[config.mk]
export PLATFORM = sky130hd
export DESIGN_NAME = param_ram
export DESIGN_NICKNAME = d
export VERILOG_FILES = /design/src/rtl/param_ram_pkg.sv /design/src/rtl/param_ram_init_seq.sv /design/src/rtl/param_ram.sv
export SDC_FILE = /design/constraint.sdc
export NUM_CORES = 1
export LEC_CHECK = 0
export CAP_MARGIN = 20
export CORE_AREA = 2 2 112 114
export CTS_CLUSTER_DIAMETER = 50
export DETAILED_ROUTE_END_ITERATION = 16
export DIE_AREA = 0 0 114 116
export GPL_TIMING_DRIVEN = 1
export PLACE_DENSITY_LB_ADDON = 0.2
export SLEW_MARGIN = 40
export SYNTH_ARGS = -nofsm -noshare
export SYNTH_HDL_FRONTEND = slang
export SYNTH_HIERARCHICAL = 1
export SYNTH_SLANG_ARGS = --single-unit
[constraint.sdc]
create_clock -name clk -period 5.7 [get_ports clk]
set_input_delay 1.14 -clock clk [delete_from_list [all_inputs] [get_ports clk]]
set_output_delay 1.14 -clock clk [all_outputs]
set_load 0.05 [all_outputs]
[src/rtl/param_ram_pkg.sv]
// param_ram shared types and constants.
// Clear-sequencer state and read-during-write mode encodings.
package param_ram_pkg;

  typedef enum logic {
    ST_INIT  = 1'b0,
    ST_READY = 1'b1
  } state_t;

  localparam int RDW_OLD = 0;
  localparam int RDW_NEW = 1;

  function automatic logic in_range(
    input int unsigned addr,
    input int unsigned depth
  );
    return addr < depth;
  endfunction

endpackage

[src/rtl/param_ram_init_seq.sv]
// param_ram clear sequencer: state register and clear pointer.
// Sweeps every word once after reset or on request.
module param_ram_init_seq
  import param_ram_pkg::*;
#(
  parameter int ADDR_W = 4,
  parameter int DEPTH  = 16
) (
  input  logic              i_clk,
  input  logic              i_rst_n,
  input  logic              i_init_req,
  output logic              o_init_busy,
  output logic              o_clr_we,
  output logic [ADDR_W-1:0] o_clr_addr
);

  localparam logic [ADDR_W-1:0] LAST =
    ADDR_W'(DEPTH - 1);

  state_t            r_state;
  state_t            w_state_nx;
  logic [ADDR_W-1:0] r_ptr;
  logic [ADDR_W-1:0] w_ptr_nx;

  always_ff @(posedge i_clk or negedge i_rst_n) begin
    if (!i_rst_n) begin
      r_state <= ST_INIT;
      r_ptr   <= '0;
    end else begin
      r_state <= w_state_nx;
      r_ptr   <= w_ptr_nx;
    end
  end

  always_comb begin
    w_state_nx = r_state;
    w_ptr_nx   = r_ptr;
    unique case (r_state)
      ST_INIT: begin
        if (r_ptr == LAST) begin
          w_state_nx = ST_READY;
          w_ptr_nx   = '0;
        end else begin
          w_ptr_nx = r_ptr + ADDR_W'(1);
        end
      end
      ST_READY: begin
        if (i_init_req) begin
          w_state_nx = ST_INIT;
          w_ptr_nx   = '0;
        end
      end
    endcase
  end

  assign o_init_busy = (r_state == ST_INIT);
  assign o_clr_we    = (r_state == ST_INIT);
  assign o_clr_addr  = r_ptr;

endmodule

[src/rtl/param_ram.sv]
// param_ram: parametrised single-clock RAM, registered read,
// selectable read-during-write and a self-clearing sequencer.
module param_ram
  import param_ram_pkg::*;
#(
  parameter int              DATA_W    = 4,
  parameter int              ADDR_W    = 4,
  parameter int              DEPTH     = 2**ADDR_W,
  parameter int              RDW_MODE  = RDW_OLD,
  parameter logic [DATA_W-1:0] CLEAR_VAL = '0
) (
  input  logic              clk,
  input  logic              rst_n,
  input  logic              wr_en,
  input  logic [ADDR_W-1:0] wr_addr,
  input  logic [DATA_W-1:0] wr_data,
  input  logic              rd_en,
  input  logic [ADDR_W-1:0] rd_addr,
  input  logic              init_req,
  output logic [DATA_W-1:0] rd_data,
  output logic              rd_valid,
  output logic              rd_err,
  output logic              init_busy
);

  localparam int IDX_W =
    (DEPTH > 1) ? $clog2(DEPTH) : 1;
  localparam logic NEW_FIRST =
    (RDW_MODE == RDW_NEW);

  logic [DATA_W-1:0] r_mem [DEPTH];

  logic              w_busy;
  logic              w_clr_we;
  logic [ADDR_W-1:0] w_clr_addr;

  logic              w_wr_ok;
  logic              w_rd_ok;
  logic              w_usr_we;
  logic              w_usr_re;
  logic              w_rdw_hit;

  logic              w_mem_we;
  logic [IDX_W-1:0]  w_mem_waddr;
  logic [DATA_W-1:0] w_mem_wdata;
  logic [DATA_W-1:0] w_rd_word;

  logic              w_rd_oob;
  logic              w_rd_new;
  logic              w_rd_mem;
  logic [DATA_W-1:0] w_rd_data_nx;
  logic              w_rd_valid_nx;
  logic              w_rd_err_nx;

  logic [DATA_W-1:0] r_rd_data;
  logic              r_rd_valid;
  logic              r_rd_err;

  param_ram_init_seq #(
    .ADDR_W (ADDR_W),
    .DEPTH  (DEPTH)
  ) u_init_seq (
    .i_clk       (clk),
    .i_rst_n     (rst_n),
    .i_init_req  (init_req),
    .o_init_busy (w_busy),
    .o_clr_we    (w_clr_we),
    .o_clr_addr  (w_clr_addr)
  );

  // init_req wins over any access in the same cycle
  assign w_wr_ok  = in_range(32'(wr_addr), DEPTH);
  assign w_rd_ok  = in_range(32'(rd_addr), DEPTH);
  assign w_usr_we = wr_en & w_wr_ok
                  & ~w_busy & ~init_req;
  assign w_usr_re = rd_en & ~w_busy & ~init_req;
  assign w_rdw_hit = w_usr_we
                   & (wr_addr == rd_addr);

  assign w_mem_we    = w_clr_we | w_usr_we;
  assign w_mem_waddr = w_clr_we
                     ? w_clr_addr[IDX_W-1:0]
                     : wr_addr[IDX_W-1:0];
  assign w_mem_wdata = w_clr_we ? CLEAR_VAL : wr_data;

  always_ff @(posedge clk) begin
    if (w_mem_we) begin
      r_mem[w_mem_waddr] <= w_mem_wdata;
    end
  end

  assign w_rd_word = r_mem[rd_addr[IDX_W-1:0]];

  assign w_rd_oob = w_usr_re & ~w_rd_ok;
  assign w_rd_new = w_usr_re & w_rd_ok
                  & w_rdw_hit & NEW_FIRST;
  assign w_rd_mem = w_usr_re & w_rd_ok
                  & ~(w_rdw_hit & NEW_FIRST);

  always_comb begin
    w_rd_data_nx  = r_rd_data;
    w_rd_valid_nx = 1'b0;
    w_rd_err_nx   = 1'b0;
    unique case (1'b1)
      w_rd_oob: begin
        w_rd_data_nx  = '0;
        w_rd_valid_nx = 1'b1;
        w_rd_err_nx   = 1'b1;
      end
      w_rd_new: begin
        w_rd_data_nx  = wr_data;
        w_rd_valid_nx = 1'b1;
      end
      w_rd_mem: begin
        w_rd_data_nx  = w_rd_word;
        w_rd_valid_nx = 1'b1;
      end
      default: ;
    endcase
  end

  always_ff @(posedge clk or negedge rst_n) begin
    if (!rst_n) begin
      r_rd_data  <= '0;
      r_rd_valid <= 1'b0;
      r_rd_err   <= 1'b0;
    end else begin
      r_rd_data  <= w_rd_data_nx;
      r_rd_valid <= w_rd_valid_nx;
      r_rd_err   <= w_rd_err_nx;
    end
  end

  assign rd_data   = r_rd_data;
  assign rd_valid  = r_rd_valid;
  assign rd_err    = r_rd_err;
  assign init_busy = w_busy;

endmodule

### After elaboration in Yosys (flattened, before gate mapping)

Memories as Yosys holds them, arrays and structs flattened. A register that Yosys moved wholly into a read port is not among the register bits.
Cells that the tools add are included.

* flip-flop bits (word level): 6
* memory bits (writable): 64
* logic and storage cells: 26
* memories: 1

Memories
* r_mem: depth 16, width 4, rd ports 1, clocked after Yosys merged registers in 1, write ports 1, line param_ram.sv:31 `logic [DATA_W-1:0] r_mem [DEPTH];`

* add/subtract/negate cells: 1
* equal/unequal tests: 2
* multiplexer cells: 11
* bitwise gates (word level): 7
* reduce and logical (&&, ||, !) cells: 1

Operator list (count)
* 2-to-1 mux 4 bit: 4
* one-hot mux 4 bit (2 select lines): 1
* 2-to-1 mux 1 bit: 5
* adder 4 x 1 -> 4 bit (second input constant): 1
* AND 1 bit: 4
* equality test 4 bit (second input constant): 1
* != test 2 bit (second input constant): 1
* NOT 1 bit: 2
* one-hot mux 1 bit (2 select lines): 1
* logical NOT 1 bit: 1
* OR 1 bit: 1

### Depth between registers and ports, before layout

* depth in word-level cells: 5
* mapped depth: 8

### By module

Netlist, hierarchy kept.

By module, submodules not included
* param_ram: times used 1, cells an instance 188, area each 2934.1 µm²
* param_ram_init_seq: times used 1, cells an instance 26, area each 260.2 µm²

### Least setup slack after synthesis

OpenSTA, ideal clock, no wires.

* kind: input -> register
* start: input rd_addr[0]
* end: register r_rd_data[3], in the netlist rd_data[3], read port of r_mem
* setup time: 0.121 ns
* arrival time: 2.227 ns
* required time: 5.579 ns
* slack: 3.352 ns
* stages on the path: 6
* path buffers: 2
* path through: buf_6 > buf_6 > mux4_2 > mux2i_1 > nor2_1 > o22a_1

RTL lines
* from (decl): line param_ram.sv:18 `input logic [ADDR_W-1:0] rd_addr,`
* to (decl): line param_ram.sv:55 `logic [DATA_W-1:0] r_rd_data;`

### Worst setup path in the final report

* start: register u_init_seq.r_state
* end: output init_busy

* word-level cells in the longest chain between the ends: 1

RTL lines
* from (decl): line param_ram_init_seq.sv:20 `state_t r_state;`
* from (signal assigned): line param_ram_init_seq.sv:30 `r_state <= w_state_nx;`
* NOT 1 bit: line param_ram_init_seq.sv:56 `assign o_init_busy = (r_state == ST_INIT);`
* to (decl): line param_ram.sv:23 `output logic init_busy`

No other way between the ends.

==> run metrics <==
WHS=0.499 ns; CTS buffer count=9; die footprint=13200 µm²; Power Density=487 nW/µm²; RSZ-0062 raised after global routing=no; nets@finish=255; Vias=1769; largest net degree at the start of global routing=25; FF+latch count, synth=74; Synth async-reset ratio=13.5%; row count=40; period utilisation layout=55.2%; CP Capture Type=primary output; Via density=4.55; Cells after Synth=214; final setup TNS=0 ns; # DRC=0; worst slack, placed=2.24 ns; initial DRC count=119; CP delay by family, top=buffers and inverters; die height=116 µm; Worst Max-Slew Pin Slew=0.777 ns; critical path class=flip-flop to primary output; area leader, netlist=edfxtp_1; first drt pass iteration count=4; Seq/Total Area, Yosys=68.0%; final worst slack=2.55 ns; Yosys Warn Count=6; CTS sink cnt=74; Synth top area share=60.2%; clock insertion delay at the later pin of the skew report=0.33 ns; Critical Path RT=4.56 ns; die span in x=114 µm; type of the tightest min-delay check=flip-flop to flip-flop; Starting Density=26.8%; Peak Freq=318 MHz; DRT Wirelength=6740 µm; Max-Cap Viols=0; core area=11900 µm²; layout cells sized above 1=11.2%; worst-path cell chain=inv_2 -> clkdlybuf4s50_1; I/O pin cnt=24; Max transition margin=48.0%; RePlAce Congestion=0.737; Detail Placement HPWL=4810 µm; crit-path max FO=24; CTS max path bufs=2; clk slew on worst S/H paths=0.06 ns; antenna violations before repair=0; most common cell in the synthesized netlist=edfxtp_1; DRT antenna net count=0; Post CTS Setup Buffer Count=0; Mapped Area=3190 µm²; CP Launch Type=flip-flop; CP peak stage delay=0.88 ns; standby leakage power=1.38 nW; Post-Route Skew=0.00543 ns; CP max stage cell=clkdlybuf4s50_1; vias in the first global route=1881; crit path buf inv count=2; Avg Cell Area, Syn=14.9 µm²; final setup fails=0; status=finished clean; Area contributors post-synth=edfxtp_1 60%, dfrtp_1 7.8%, mux2i_1 6.6%; hold_buf cts=0; IO buf count=22; Final Hold Vio Count=0; first-pass GRT wire length=10600 µm; crit path DAT=2.01 ns; CTS Root Cell=clkbuf_16; Peak VDD IR=0.000154 V; post-cts resize count=0; min Tclk post-route=3.15 ns; GRT Util Overall=11.1%; ys flop type=edfxtp_1; Post-synth EDFFs=64; H-tree levels=3; Pins Over Slew Limit=0; unique cell type count in the Yosys netlist=44; ant diodes=0; Area Overhead vs Synth=22.1%; TritonCTS clock tree=yes; GRT overflow=0; Routed wire per std cell=17.3 µm; syn_nets=232; most instantiated cells after synthesis=64 x edfxtp_1, 26 x nor2_1, 21 x mux2i_1, 15 x nand2_1, 10 x dfrtp_1
## power by group
part / internal [W] / total [W] / switching [W]
Clock: 0.000474 / 0.000689 / 0.000215
Sequential: 0.000734 / 0.000793 / 0.0000594
Combinational: 0.000146 / 0.000416 / 0.000270
Total: 0.00135 / 0.00190 / 0.000544
## state kept, by name (all words and copies together), names as in the netlist
signal / cells
rd_data: 4
u_init_seq/r_state: 1
r_mem: 64
rd_valid: 1
u_init_seq/o_clr_addr: 4
## cell usage in the layout, fill, tap and decap left out, types with 5 or more instances in the layout
cell              n
edfxtp_1         64
nor2_1           26
clkdlybuf4s50_1  22
mux2i_1          21
nand2_1          15
dfrtp_1          10
clkbuf_16         9
nand3_1           7
nor2b_1           5
inv_1             5
## stage by stage
| stage | cells | util, % | power (W) | instance area, µm² |
|---|---|---|---|---|
| finish | 389 | 32.8 | 0.00190 | 3900 |
| global route | 389 | 32.8 | 0.00199 | 3900 |
| CTS | 389 | 32.8 | 0.00192 | 3900 |
| detailed placement | 373 | 29.7 | 0.00123 | 3530 |
| global placement | 373 | 29.6 | 0.00122 | 3530 |
| floorplan | 214 | - | 0.00108 | 3190 |
## layout make-up
type / instances / area [µm²]
Fill cell: 1164 / 8010
Sequential cell: 74 / 2170
Multi-Input combinational cell: 122 / 921
Timing Repair Buffer: 24 / 235
Clock buffer: 10 / 229
Tap cell: 147 / 184
Clock inverter: 6 / 138
Inverter: 6 / 22.5
## kinds of logic (layout without fill, tap and decap cells)
group | count (synthesis) | count (layout) | synth area share, %
multiplexers | 29 | 29 | 12.3
AND/OR/NAND/NOR | 64 | 64 | 9.13
other | 1 | 1 | 0.117
buffers and inverters | 18 | 46 | 3.41
AO/OA/AOI/OAI | 26 | 26 | 6.35
adder cells (fa/ha/maj) | 1 | 1 | 0.392
XOR/XNOR | 1 | 1 | 0.274
flip-flops | 74 | 74 | 68.0
## tightest hold or removal path: stages, from the launching register on
cell and delay, ns:
dfrtp_1 0.34, nand2_1 0.06, o21ai_1 0.06
## layer usage
metal	global-route usage (%)	share of wire (%)	vias to the layer above
li1	-	-	862
met3	2.25	2.1	11
met1	15.0	49	872
met2	17.1	47	24
met4	5.61	1.9	0
met5	0	0	-
## path summary, 6_finish.rpt
| check | from | endpoint | slack (ns) | cells past startpoint |
|---|---|---|---|---|
| max in group asynchronous | rst_n | rd_data[0]$_DFFE_PN0P_ | 4.21 | 1 |
| hold reg to reg | rd_data[2]$_DFFE_PN0P_ | rd_data[2]$_DFFE_PN0P_ | 0.50 | 2 |
| min in group asynchronous | rst_n | u_init_seq/o_clr_addr[3]$_DFFE_PN0P_ | 1.15 | 1 |
| setup / recovery | u_init_seq/r_state$_DFF_PN0_ | init_busy | 2.55 | 2 |
| setup reg to reg | u_init_seq/r_state$_DFF_PN0_ | r_mem[1][2]$_DFFE_PP_ | 3.71 | 4 |
| hold / removal | rd_data[2]$_DFFE_PN0P_ | rd_data[2]$_DFFE_PN0P_ | 0.50 | 2 |
(Power assumes the default switching activity.)
